<file path="config.mk">
export PLATFORM = sky130hd
export DESIGN_NAME = ti_bus_writer
export DESIGN_NICKNAME = d
export VERILOG_FILES = /design/src/rtl/ti_pkg.sv /design/src/rtl/ti_cmd_fifo.sv /design/src/rtl/ti_bus_writer.sv
export SDC_FILE = /design/constraint.sdc
export NUM_CORES = 1
export LEC_CHECK = 0
export ABC_AREA = 1
export CAP_MARGIN = 20
export CORE_MARGIN = 2
export CORE_UTILIZATION = 55
export DETAILED_ROUTE_END_ITERATION = 7
export PLACE_DENSITY = 0.77
export SLEW_MARGIN = 5
export SYNTH_ARGS = -nofsm -noshare
export SYNTH_HDL_FRONTEND = slang
export SYNTH_HIERARCHICAL = 1
export SYNTH_SLANG_ARGS = --single-unit
</file>
<file path="constraint.sdc">
create_clock -name CLK -period 6.95 [get_ports CLK]
set_clock_uncertainty 0.2 [all_clocks]
set_input_delay 0.695 -clock CLK [delete_from_list [all_inputs] [get_ports CLK]]
set_output_delay 0.695 -clock CLK [all_outputs]
set_load 0.005 [all_outputs]
</file>
<file path="src/rtl/ti_pkg.sv">
// Shared types for the SN76489 write-port driver: command record, writer FSM states
// and the byte-formatting helpers used to serialise commands.
package ti_pkg;

    localparam logic       LATCH_MARK = 1'b1;
    localparam logic [1:0] NOISE_CHAN = 2'd3;

    typedef struct packed {
        logic [1:0] chan;
        logic       vol;
        logic [9:0] value;
    } ti_cmd_t;

    typedef enum logic [2:0] {
        ST_IDLE,
        ST_SETUP,
        ST_STROBE,
        ST_HOLD,
        ST_WAIT
    } wr_state_t;

    function automatic logic is_tone(input ti_cmd_t c);
        return !c.vol && (c.chan != NOISE_CHAN);
    endfunction

    // Noise control only has three meaningful bits; bit 3 of the nibble stays 0.
    function automatic logic [7:0] latch_byte(input ti_cmd_t c);
        logic [3:0] v;
        v = (!c.vol && (c.chan == NOISE_CHAN)) ? {1'b0, c.value[2:0]} : c.value[3:0];
        return {LATCH_MARK, c.chan, c.vol, v};
    endfunction

    function automatic logic [7:0] data_byte(input ti_cmd_t c);
        return {2'b00, c.value[9:4]};
    endfunction

endpackage

</file>
<file path="src/rtl/ti_cmd_fifo.sv">
// Synchronous power-of-two FIFO of ti_cmd_t with full/empty/count status.
// Read data is the head entry, valid whenever empty is low (show-ahead).
module ti_cmd_fifo
    import ti_pkg::*;
#(
    parameter int DEPTH = 4
) (
    input  logic                   CLK,
    input  logic                   nRST,
    input  logic                   push,
    input  ti_cmd_t                wr_data,
    input  logic                   pop,
    output ti_cmd_t                rd_data,
    output logic                   full,
    output logic                   empty,
    output logic [$clog2(DEPTH):0] count
);

    localparam int AW = $clog2(DEPTH);

    ti_cmd_t        mem [DEPTH];
    logic [AW-1:0]  wr_ptr;
    logic [AW-1:0]  rd_ptr;
    logic           do_push;
    logic           do_pop;

    assign full    = (count == (AW+1)'(DEPTH));
    assign empty   = (count == '0);
    assign do_push = push && !full;
    assign do_pop  = pop && !empty;
    assign rd_data = mem[rd_ptr];

    // NOTE: storage has no reset; count/pointers alone define validity, and a reset-free array maps to plain RAM.
    always_ff @(posedge CLK) begin
        if (do_push)
            mem[wr_ptr] <= wr_data;
    end

    // NOTE: sequential state uses non-blocking assignments so every register samples pre-edge values.
    always_ff @(posedge CLK or negedge nRST) begin
        if (!nRST) begin
            wr_ptr <= '0;
            rd_ptr <= '0;
            count  <= '0;
        end else begin
            if (do_push)
                wr_ptr <= wr_ptr + 1'b1;
            if (do_pop)
                rd_ptr <= rd_ptr + 1'b1;
            case ({do_push, do_pop})
                2'b10:   count <= count + 1'b1;
                2'b01:   count <= count - 1'b1;
                default: count <= count;
            endcase
        end
    end

endmodule

</file>
<file path="src/rtl/ti_bus_writer.sv">
// Serialises buffered register commands into SN76489 latch/data bytes, paced by READY.
// Optional READY watchdog enabled by defining TI_BUS_WRITER_TIMEOUT_EN.
module ti_bus_writer
    import ti_pkg::*;
#(
    parameter int FIFO_DEPTH    = 4,
    parameter int READY_TIMEOUT = 256
) (
    input  logic       CLK,
    input  logic       nRST,
    input  logic       cmd_valid,
    output logic       cmd_ready,
    input  logic [1:0] cmd_chan,
    input  logic       cmd_vol,
    input  logic [9:0] cmd_value,
    input  logic       READY,
    output logic [7:0] D,
    output logic       nWE,
    output logic       nCE,
    output logic       busy,
    output logic       err_timeout
);

    wr_state_t                    state;
    wr_state_t                    state_nxt;
    ti_cmd_t                      cmd_in;
    ti_cmd_t                      fifo_head;
    ti_cmd_t                      cmd_q;
    logic                         data_pend;
    logic                         fifo_full;
    logic                         fifo_empty;
    logic [$clog2(FIFO_DEPTH):0]  fifo_count;
    logic                         pop;
    logic                         timeout_hit;

    assign cmd_in = '{chan: cmd_chan, vol: cmd_vol, value: cmd_value};

    ti_cmd_fifo #(
        .DEPTH (FIFO_DEPTH)
    ) u_fifo (
        .CLK     (CLK),
        .nRST    (nRST),
        .push    (cmd_valid),
        .wr_data (cmd_in),
        .pop     (pop),
        .rd_data (fifo_head),
        .full    (fifo_full),
        .empty   (fifo_empty),
        .count   (fifo_count)
    );

`ifdef TI_BUS_WRITER_TIMEOUT_EN
    localparam int WAIT_W = $clog2(READY_TIMEOUT) + 1;

    logic [WAIT_W-1:0] wait_cnt;
    logic              err_q;

    assign timeout_hit = (state == ST_WAIT) && !READY && (wait_cnt == WAIT_W'(READY_TIMEOUT - 1));
    assign err_timeout = err_q;

    // Counter is cleared in HOLD so it starts from zero on the first WAIT cycle.
    always_ff @(posedge CLK or negedge nRST) begin
        if (!nRST) begin
            wait_cnt <= '0;
            err_q    <= 1'b0;
        end else begin
            if (state == ST_HOLD)
                wait_cnt <= '0;
            else if (state == ST_WAIT && !READY)
                wait_cnt <= wait_cnt + 1'b1;
            if (timeout_hit)
                err_q <= 1'b1;
        end
    end
`else
    localparam int unused_ready_timeout = READY_TIMEOUT;

    assign timeout_hit = 1'b0;
    assign err_timeout = 1'b0;
`endif

    always_ff @(posedge CLK or negedge nRST) begin
        if (!nRST)
            state <= ST_IDLE;
        else
            state <= state_nxt;
    end

    // NOTE: default assignment first, so no path through the case leaves state_nxt unassigned (no latch).
    always_comb begin
        state_nxt = state;
        case (state)
            ST_IDLE:   if (!fifo_empty) state_nxt = ST_SETUP;
            ST_SETUP:  state_nxt = ST_STROBE;
            ST_STROBE: state_nxt = ST_HOLD;
            ST_HOLD:   state_nxt = ST_WAIT;
            ST_WAIT: begin
                if (READY)
                    state_nxt = data_pend ? ST_SETUP : ST_IDLE;
                else if (timeout_hit)
                    state_nxt = ST_IDLE;
            end
            default:   state_nxt = ST_IDLE;
        endcase
    end

    // Strobes decode straight from the state register so reset releases them at once.
    always_comb begin
        pop       = (state == ST_IDLE) && !fifo_empty;
        nWE       = (state != ST_STROBE);
        nCE       = (state != ST_STROBE);
        cmd_ready = !fifo_full;
        busy      = (fifo_count != '0) || (state != ST_IDLE);
    end

    // D is loaded only on the transitions into SETUP and otherwise holds.
    always_ff @(posedge CLK or negedge nRST) begin
        if (!nRST) begin
            D         <= 8'h00;
            cmd_q     <= '0;
            data_pend <= 1'b0;
        end else if (pop) begin
            cmd_q     <= fifo_head;
            D         <= latch_byte(fifo_head);
            data_pend <= is_tone(fifo_head);
        end else if (state == ST_WAIT && READY && data_pend) begin
            D         <= data_byte(cmd_q);
            data_pend <= 1'b0;
        end else if (timeout_hit) begin
            data_pend <= 1'b0;
        end
    end

endmodule
</file>
# Word-level counts from Yosys, hierarchy flattened
# Memories as Yosys holds them, arrays and structs flattened.
# Cells that the tools add are included.
# op_classes
addsub	4
eq_ne	12
muxes	12
reduce_logical	18
# ops
operator	count
8-bit two-way mux	2
3-bit one-hot mux with 5 select lines	1
1-bit logical AND	7
3-bit by 2-bit equality test with 1-bit output, second input constant	2
3-bit equality test, second input constant	2
3-bit logical NOT	2
3-bit two-way mux	2
2-bit != test, second input constant	3
3-bit one-hot mux with 2 select lines	1
3-bit nonzero test	2
1-bit two-way mux	5
2-bit by 1-bit adder with 2-bit output, second input constant	2
2-bit equality test, second input constant	2
4-bit two-way mux	1
2-bit nonzero test	2
3-bit by 1-bit adder with 3-bit output, second input constant	1
3-bit by 1-bit equality test with 1-bit output, second input constant	1
1-bit logical NOT	3
3-bit by 2-bit != test with 1-bit output, second input constant	1
3-bit by 1-bit subtractor with 3-bit output, second input constant	1
2-bit by 1-bit equality test with 1-bit output, second input constant	1
2-bit AND reduction	1
1-bit logical OR	1
# word_totals
reg_bits	29
ram_bits	52
in_bits	17
output_inout_bits	13
wordCells	54
n_memories	1
# memory_table
name	words	width	rd	rd_ports_with_merged_regs	wr	line	source
u_fifo.mem	4	13	1	0	1	ti_cmd_fifo.sv:21	ti_cmd_t mem [DEPTH];

# Depth between registers and ports, before layout
# Gate-level depths: netlist of the first run.
# depth
depth_word	6
depth_mapped	17
ltp_nobuf	16

# Cells and area by module
# The synthesis of the first run kept the hierarchy.
# by_module_without_submodules
module	instances	cells_per_inst	area_each_um2	seq_area_each_um2
ti_cmd_fifo	1	213	2553.7	1736.7
ti_bus_writer	1	107	840.8	450.4

# Worst setup path after synthesis of the first run
# OpenSTA, ideal clock, no wires.
# synth_path
kind	register -> register
start	register u_fifo.count[0]
end	register u_fifo.count[2]
setup_time_ns	0.117
t_arrival_ns	1.983
required_time_ns	6.633
slack_ns	4.650
stages_incl_launch_ff	17
n_path_buf	1
synth_period_minus_slack_ns	2.300
cell_sequence	dfrtp_1 > inv_1 > nand3_1 > inv_1 > inv_1 > nand3_4 > inv_4 > buf_6 > nand2_1 > inv_1 > ha_1 > inv_1 > fa_1 > nand2_1 > nand3_1 > nand2_1 > nand2_1
# synth_between
elab_chain_len	6
elab_cells_between_ends	13
cone_classes	add/sub: 2; eq/ne: 3; mux: 1; reduce/logical: 7
# synth_rtl
item	line	source
from (decl)	ti_cmd_fifo.sv:16	output logic [$clog2(DEPTH):0] count
from (signal assigned)	ti_cmd_fifo.sv:51	2'b10: count <= count + 1'b1;
from (signal assigned)	ti_cmd_fifo.sv:52	2'b01: count <= count - 1'b1;
from (signal assigned)	ti_cmd_fifo.sv:53	default: count <= count;
3-bit logical NOT *	ti_cmd_fifo.sv:28	assign empty = (count == '0);
via fifo_empty	ti_bus_writer.sv:31	logic fifo_empty;
1-bit logical NOT *	ti_bus_writer.sv:109	pop = (state == ST_IDLE) && !fifo_empty;
1-bit logical AND *	ti_bus_writer.sv:109	
via pop	ti_bus_writer.sv:33	logic pop;
1-bit logical AND *	ti_cmd_fifo.sv:30	assign do_pop = pop && !empty;
via u_fifo.do_pop	ti_cmd_fifo.sv:25	logic do_pop;
2-bit by 1-bit equality test with 1-bit output or 2-bit equality test (tied branches)	ti_cmd_fifo.sv:50	case ({do_push, do_pop})
3-bit one-hot mux with 2 select lines or 2-bit nonzero test (tied branches)	n/a	
# Mark *: on every way through the listed nets, which the timed path passes. The rest lies on a longest branch.
# A chain may end at the register's enable or synchronous reset.

# Worst setup path in the final report of the first run
# layout_path
start	register u_fifo.count[0]
end	register u_fifo.count[2]
# layout_between
elab_chain_len	6
elab_cells_between_ends	13
cone_classes	add/sub: 2; eq/ne: 3; mux: 1; reduce/logical: 7
# layout_rtl
item	line
3-bit logical NOT *	ti_cmd_fifo.sv:28
via fifo_empty	ti_bus_writer.sv:31
1-bit logical NOT *	ti_cmd_fifo.sv:30, ti_bus_writer.sv:109
1-bit logical AND	ti_bus_writer.sv:109
1-bit logical AND *	ti_cmd_fifo.sv:30
via u_fifo.do_pop	ti_cmd_fifo.sv:25
2-bit by 1-bit equality test with 1-bit output or 2-bit equality test (tied branches)	ti_cmd_fifo.sv:50
3-bit one-hot mux with 2 select lines or 2-bit nonzero test (tied branches)	n/a
# Marks and branches as above.

==> results by group, run 1 <==
STA
  • Worst Max-Slew Pin Slew: 1080 ps
  • Pins Over Slew Limit: 0
  • RSZ-0062 raised after global routing: false
  • Upper clock frequency limit: 398 MHz
  • Sum Neg Setup Slack: 0 ps
  • Min Tclk post-route: 2510 ps
  • Hold Slack: 272 ps
  • Tcrit/Tclk final: 0.361
  • Final setup violation count: 0
  • Fin. Hold Viols: 0
  • Rel. slew slack: 0.276

Floorplan
  • I/O pin count: 30
  • Die area: 6820 um^2
  • Die width: 82.6 um
  • Rows: 28
  • Core box area: 5960 um^2
  • Initial cell density of the core: 0.570
  • Die height: 82.6 um

Place
  • Placed Area: 3670 um^2
  • Gpl congestion: 0.747
  • Total placed cells including tap cells: 412
  • PortBufs: 28
  • DP HPWL: 3.88 mm

Clocking
  • CTS tree: yes
  • Htree depth: 3
  • TritonCTS Buffers: 9
  • Clk Latency, worst-skew pair: 340 ps
  • Hold_buf cts: 0
  • Sink Count: 77
  • Setup repair bufs after CTS: 0
  • CTS root buf: clkbuf_8
  • Post-CTS sizing: 0
  • Clk slew on worst S/H paths: 70 ps
  • Clk buf depth: 2

GRT
  • Initial antenna violation count: 0
  • Grt total ovfl: 0
  • Total track usage: 0.188
  • Pin count of the biggest net entering global routing: 55
  • Number of global-route vias before repair: 1931
  • First-pass GRT wire length: 9.17 mm

Setup path
  • Slowest cell delay on critical path: 390 ps
  • Required @ worst endpoint: 6980 ps
  • Worst path arrival time: 2550 ps
  • Crit-path slowest cell: dfrtp_1
  • Crit path cell chain: inv_1 -> nand3_1 -> inv_1 -> inv_1 -> nand3_4 -> inv_4 -> nand2_1 -> inv_1 -> ha_1 -> inv_1 -> fa_1 -> nand2_1 -> nand3_1 -> nand2_1 -> nand2_1
  • Most used cell, CP: inv_1
  • R2r setup slk: 4440 ps
  • Worst setup path class: reg -> reg
  • Crit start category: flop
  • Crit. End Element: flop
  • Max FO, Critical Path: 16

Final layout
  • Final Instance Area: 3860 um^2
  • Share of layout cells above drive strength 1: 0.0812
  • Core Util, Final: 0.649
  • Area Overhead vs Synth: 13.8%
  • Post-layout nets: 375
  • Final Non-Filler Cells: 432
  • # diodes: 0

Logic synthesis
  • Most common flop cell mapped by yosys: edfxtp_1
  • Synth cell types: 25
  • EDFF count, synth: 52
  • Post-synth top cells: nand2_1, edfxtp_1, inv_1
  • Mapped Area: 3390 um^2
  • Cells after Synth: 320
  • Synth warn: 6
  • Synth top area share: 0.460
  • FF+latch count, synth: 77
  • Syn_nets: 343
  • Sequential share of the synthesized area: 0.644
  • Cell taking the most area after synthesis: edfxtp_1
  • Syn avg cell area: 10.6 um^2
  • Count leader, synth: nand2_1
  • Asr flop ratio synth: 0.325
  • Synth area leaders: edfxtp_1, dfrtp_1, nand2_1

Outcome
  • Status: finished clean

Drt
  • Pre-antenna DRT Iters: 4
  • Vias per inst: 4.88
  • Metal1 wirelength: 2.81 mm
  • Initial DRC count: 153
  • Routed wire length on met3: 184 um
  • DRT antenna net count: 0
  • Post-route DRC: 0
  • DRT Wirelength: 5.58 mm
  • Max Used Layer: met4
  • Metal2 WL: 2.45 mm
  • Wire per inst: 12.9 um
  • Routed vias: 2110

Worst hold path
  • Worst min-delay path category: reg -> reg

Flow run
  • Max Cap Viol: 0

Pwr
  • Max IR drop VDD: 0.204 mV
  • Pwr dens: 407 nW/um^2
  • Leakage: 1.73 nW
[power breakdown]
| group | internal (mW) | switching, mW |
|---|---|---|
| registers | 0.628 | 0.0745 |
| logic | 0.226 | 0.364 |
| clock network | 0.129 | 0.151 |
[through the flow]
stage / setup WS (ps) / power [mW]
finish: 4440 / 1.57
global route: 4220 / 1.71
CTS: 4430 / 1.58
detailed placement: 4090 / 1.30
global placement: 4160 / 1.28
floorplan: 4650 / 1.16
[flip-flops by register name (all words and copies together) (netlist names)]
signal         cells
D                  8
cmd_q              6
data_pend          1
state              3
u_fifo/count       3
u_fifo/mem        52
u_fifo/rd_ptr      2
u_fifo/wr_ptr      2
[worst max-delay path: cells and delay by family (launching register included)]
kind | cells | cell delay [ps]
simple gates | 7 | 700
buf+inv | 6 | 570
fa+ha+maj | 2 | 540
flops | 1 | 390
[metal layers]
layer  GRT usage  up-vias
met4      0.0934        0
met3      0.0391        9
met5           0        -
met2       0.271       43
li1            -     1107
met1       0.271      951
[final timing paths]
path	from	to	cells after the start
max	u_fifo/count[0]	u_fifo/count[2]	15
min	D[6]	D[6]	2
max reg2reg	u_fifo/count[0]	u_fifo/count[2]	15
min reg2reg	D[6]	D[6]	2
max in group asynchronous	nRST	cmd_q[9]	2
min in group asynchronous	nRST	cmd_q[4]	1
[layout make-up]
cell class	count	area, um^2
clock buffer	12	135
clock inverter	4	25.0
fill	477	2090
inverter	52	198
multi-input combinational	180	907
sequential	77	2190
tap	75	93.8
timing repair buffer	32	318
[layout by cell type (no fill, tap or decap)]
| cell type | synthesis | final |
|---|---|---|
| nand2_1 | 115 | 115 |
| edfxtp_1 | 52 | 52 |
| inv_1 | 47 | 47 |
| clkdlybuf4s50_1 | 0 | 28 |
| dfrtp_1 | 25 | 25 |
| o211ai_1 | 23 | 23 |
| nand3_1 | 11 | 11 |
| clkbuf_8 | 0 | 9 |
| nor2_1 | 7 | 7 |
| ha_1 | 5 | 5 |
| inv_2 | 4 | 4 |
| o21ai_0 | 3 | 3 |
| clkbuf_1 | 0 | 3 |
| o211ai_2 | 3 | 3 |
| buf_4 | 3 | 3 |
| nor3_1 | 2 | 2 |
| nand4_1 | 2 | 2 |
| nand2_2 | 2 | 2 |
| a21oi_1 | 2 | 2 |
| clkinvlp_4 | 0 | 2 |
| clkinv_2 | 0 | 2 |
| nor2_4 | 1 | 1 |
| nand3_4 | 1 | 1 |
| inv_4 | 1 | 1 |
| conb_1 | 1 | 1 |
| buf_8 | 0 | 1 |
| xnor2_1 | 1 | 1 |
| fa_1 | 1 | 1 |
[cell families (layout without fill, tap and decap cells)]
group / after synthesis / after routing / synth area share
buf+inv: 63 / 100 / 0.0885
compound gates: 31 / 31 / 0.0693
other cells: 1 / 1 / 0.00110
simple gates: 141 / 141 / 0.170
flops: 77 / 77 / 0.644
xor+xnor: 1 / 1 / 0.00258
fa+ha+maj: 6 / 6 / 0.0243
Power figures use the tool's default switching activity.
==> inputs of run 2 (changes only) <==
- CORE_UTILIZATION: 55 -> 51
- PLACE_DENSITY: 0.77 -> 0.75
- clock period: 6.95 -> 2.3 ns (I/O delays scaled with it)
==> results by group, run 2 (synthesis gave the netlist of run 1 again) <==
Outcome
  • Status: finished clean

Worst hold path
  • Worst min-delay path category: in -> async

Final layout
  • Reg with most FFs: u_fifo/mem
  • Core Util, Final: 0.625
  • Share of layout cells above drive strength 1: 0.122
  • Fill cells: 493
  • Post-layout nets: 386
  • # diodes: 0
  • Area Overhead vs Synth: 17.6%
  • Most frequent cells in the layout: nand2_1, edfxtp_1, inv_1
  • Final Instance Area: 3990 um^2
  • Sequential cell area: 2190 um^2
  • Most common cell after layout, fill and taps aside: nand2_1
  • Top Registers: u_fifo/mem: 52 flops, D: 8 flops, cmd_q: 6 flops
  • Multi-input logic area: 920 um^2
  • Number of flip-flops in the largest register: 52

STA
  • Pins Over Slew Limit: 0
  • Sum Neg Setup Slack: 0 ps
  • Fin. Hold Viols: 0
  • Slack of the critical path: 147 ps
  • Final setup violation count: 0
  • Hold Slack: 48.9 ps
  • Min Tclk post-route: 2150 ps
  • Upper clock frequency limit: 464 MHz
  • Tcrit/Tclk final: 0.936

Drt
  • DRT Wirelength: 5.76 mm
  • DRT antenna net count: 0
  • Wire per inst: 12.9 um
  • Initial DRC count: 189
  • Routed vias: 2228
  • Post-route DRC: 0
  • Vias per inst: 5.01
  • Pre-antenna DRT Iters: 4

GRT
  • Grt met1 use: 0.224
  • M3 GR Usage: 0.0549
  • Most crowded layer after global routing: met2
  • Initial antenna violation count: 0
  • Pin count of the biggest net entering global routing: 26
  • Total track usage: 0.179
  • First-pass GRT wire length: 9.91 mm
  • Number of global-route vias before repair: 2141
  • Grt total ovfl: 0
  • Met2 usage: 0.286

Clocking
  • Clk Latency, worst-skew pair: 350 ps
  • Clk buf depth: 2
  • Hold_buf cts: 0
  • Clk slew on worst S/H paths: 70 ps
  • Htree depth: 3
  • CTS tree: yes
  • TritonCTS Buffers: 9
  • Sink Count: 77
  • CTS root buf: clkbuf_8

Place
  • Gpl congestion: 0.818
  • Placed Area: 3780 um^2
  • Post-Place Worst Slack: 19.8 ps
  • DP HPWL: 3.88 mm
  • PortBufs: 28

Pwr
  • Switching share of power: 0.367
  • Clock power frac: 0.188
  • Logic pwr share: 0.403
  • Pwr dens: 1280 nW/um^2
  • Sequential share of power: 0.409
  • Switching pwr: 1.87 mW
  • Leakage: 1.80 nW
  • Internal: 3.22 mW
  • Max IR drop VDD: 0.653 mV

Floorplan
  • Die height: 85.6 um
  • Core box area: 6390 um^2
  • Rows: 29
  • Die area: 7320 um^2
  • Die width: 85.6 um
  • Initial cell density of the core: 0.532
  • I/O pin count: 30

Setup path
  • Crit path cell chain: inv_2 -> nand3_4 -> inv_1 -> inv_2 -> nand3_4 -> inv_4 -> nand2_1 -> inv_1 -> ha_1 -> inv_1 -> fa_1 -> nand2_1 -> nand3_1 -> nand2_1 -> nand2_1
  • Slowest cell delay on critical path: 390 ps
  • Worst path arrival time: 2190 ps
  • Most used cell, CP: nand2_1
  • WP buf/inv: 6
  • Crit-path slowest cell: dfrtp_1
  • Max FO, Critical Path: 4
  • Crit. End Element: flop
  • Crit start category: flop
  • Required @ worst endpoint: 2340 ps
  • Top delay family on crit path: adder cells
  • Worst setup path class: reg -> reg

Flow run
  • Max Cap Viol: 0
-- run 2: cell type report --
cell class / count / share of cell area
Sequential cell: 77 / 0.548
Clock buffer: 12 / 0.0339
Inverter: 52 / 0.0495
Multi-Input combinational cell: 180 / 0.230
Clock inverter: 4 / 0.0125
Tap cell: 77 / 0.0241
Timing Repair Buffer: 43 / 0.102
-- run 2: final timing paths --
check	end	slack, ps	cells after the start	from
max	u_fifo/count[2]	150	15	u_fifo/count[2]
min	state[0]	50	2	nRST
max reg2reg	u_fifo/count[2]	150	15	u_fifo/count[2]
min reg2reg	cmd_q[8]	280	2	cmd_q[8]
max in group asynchronous	D[2]	1600	2	nRST
min in group CLK	cmd_q[8]	280	2	cmd_q[8]
-- run 2: power by group through the flow --
stage	Combinational, mW	Clock (mW)	Sequential [mW]
6_report	2.05	0.958	2.08
5_1_grt	2.35	1.05	2.12
4_1_cts	2.03	0.983	2.08
3_5_place_dp	2.01	0	2.11
3_3_place_gp	1.95	0	2.09
2_1_floorplan	1.43	0	2.08
-- run 2: per-stage QoR --
step | power (mW) | cells
2_1_floorplan | 3.51 | 320
3_3_place_gp | 4.04 | 427
3_5_place_dp | 4.12 | 427
4_1_cts | 5.09 | 443
5_1_grt | 5.52 | 445
6_report | 5.09 | 445
-- run 2: layer usage --
metal	vias up	share of wire
met5	-	0
met4	0	0.020
met3	9	0.049
met2	46	0.48
met1	1052	0.45
li1	1121	-
-- run 2: timing repair --
| item | 4_1_cts | 5_1_grt |
|---|---|---|
| setup endpoints to repair | 0 | 2 |
| gates resized for setup | 0 | 6 |
| buffers inserted | 0 | 2 |
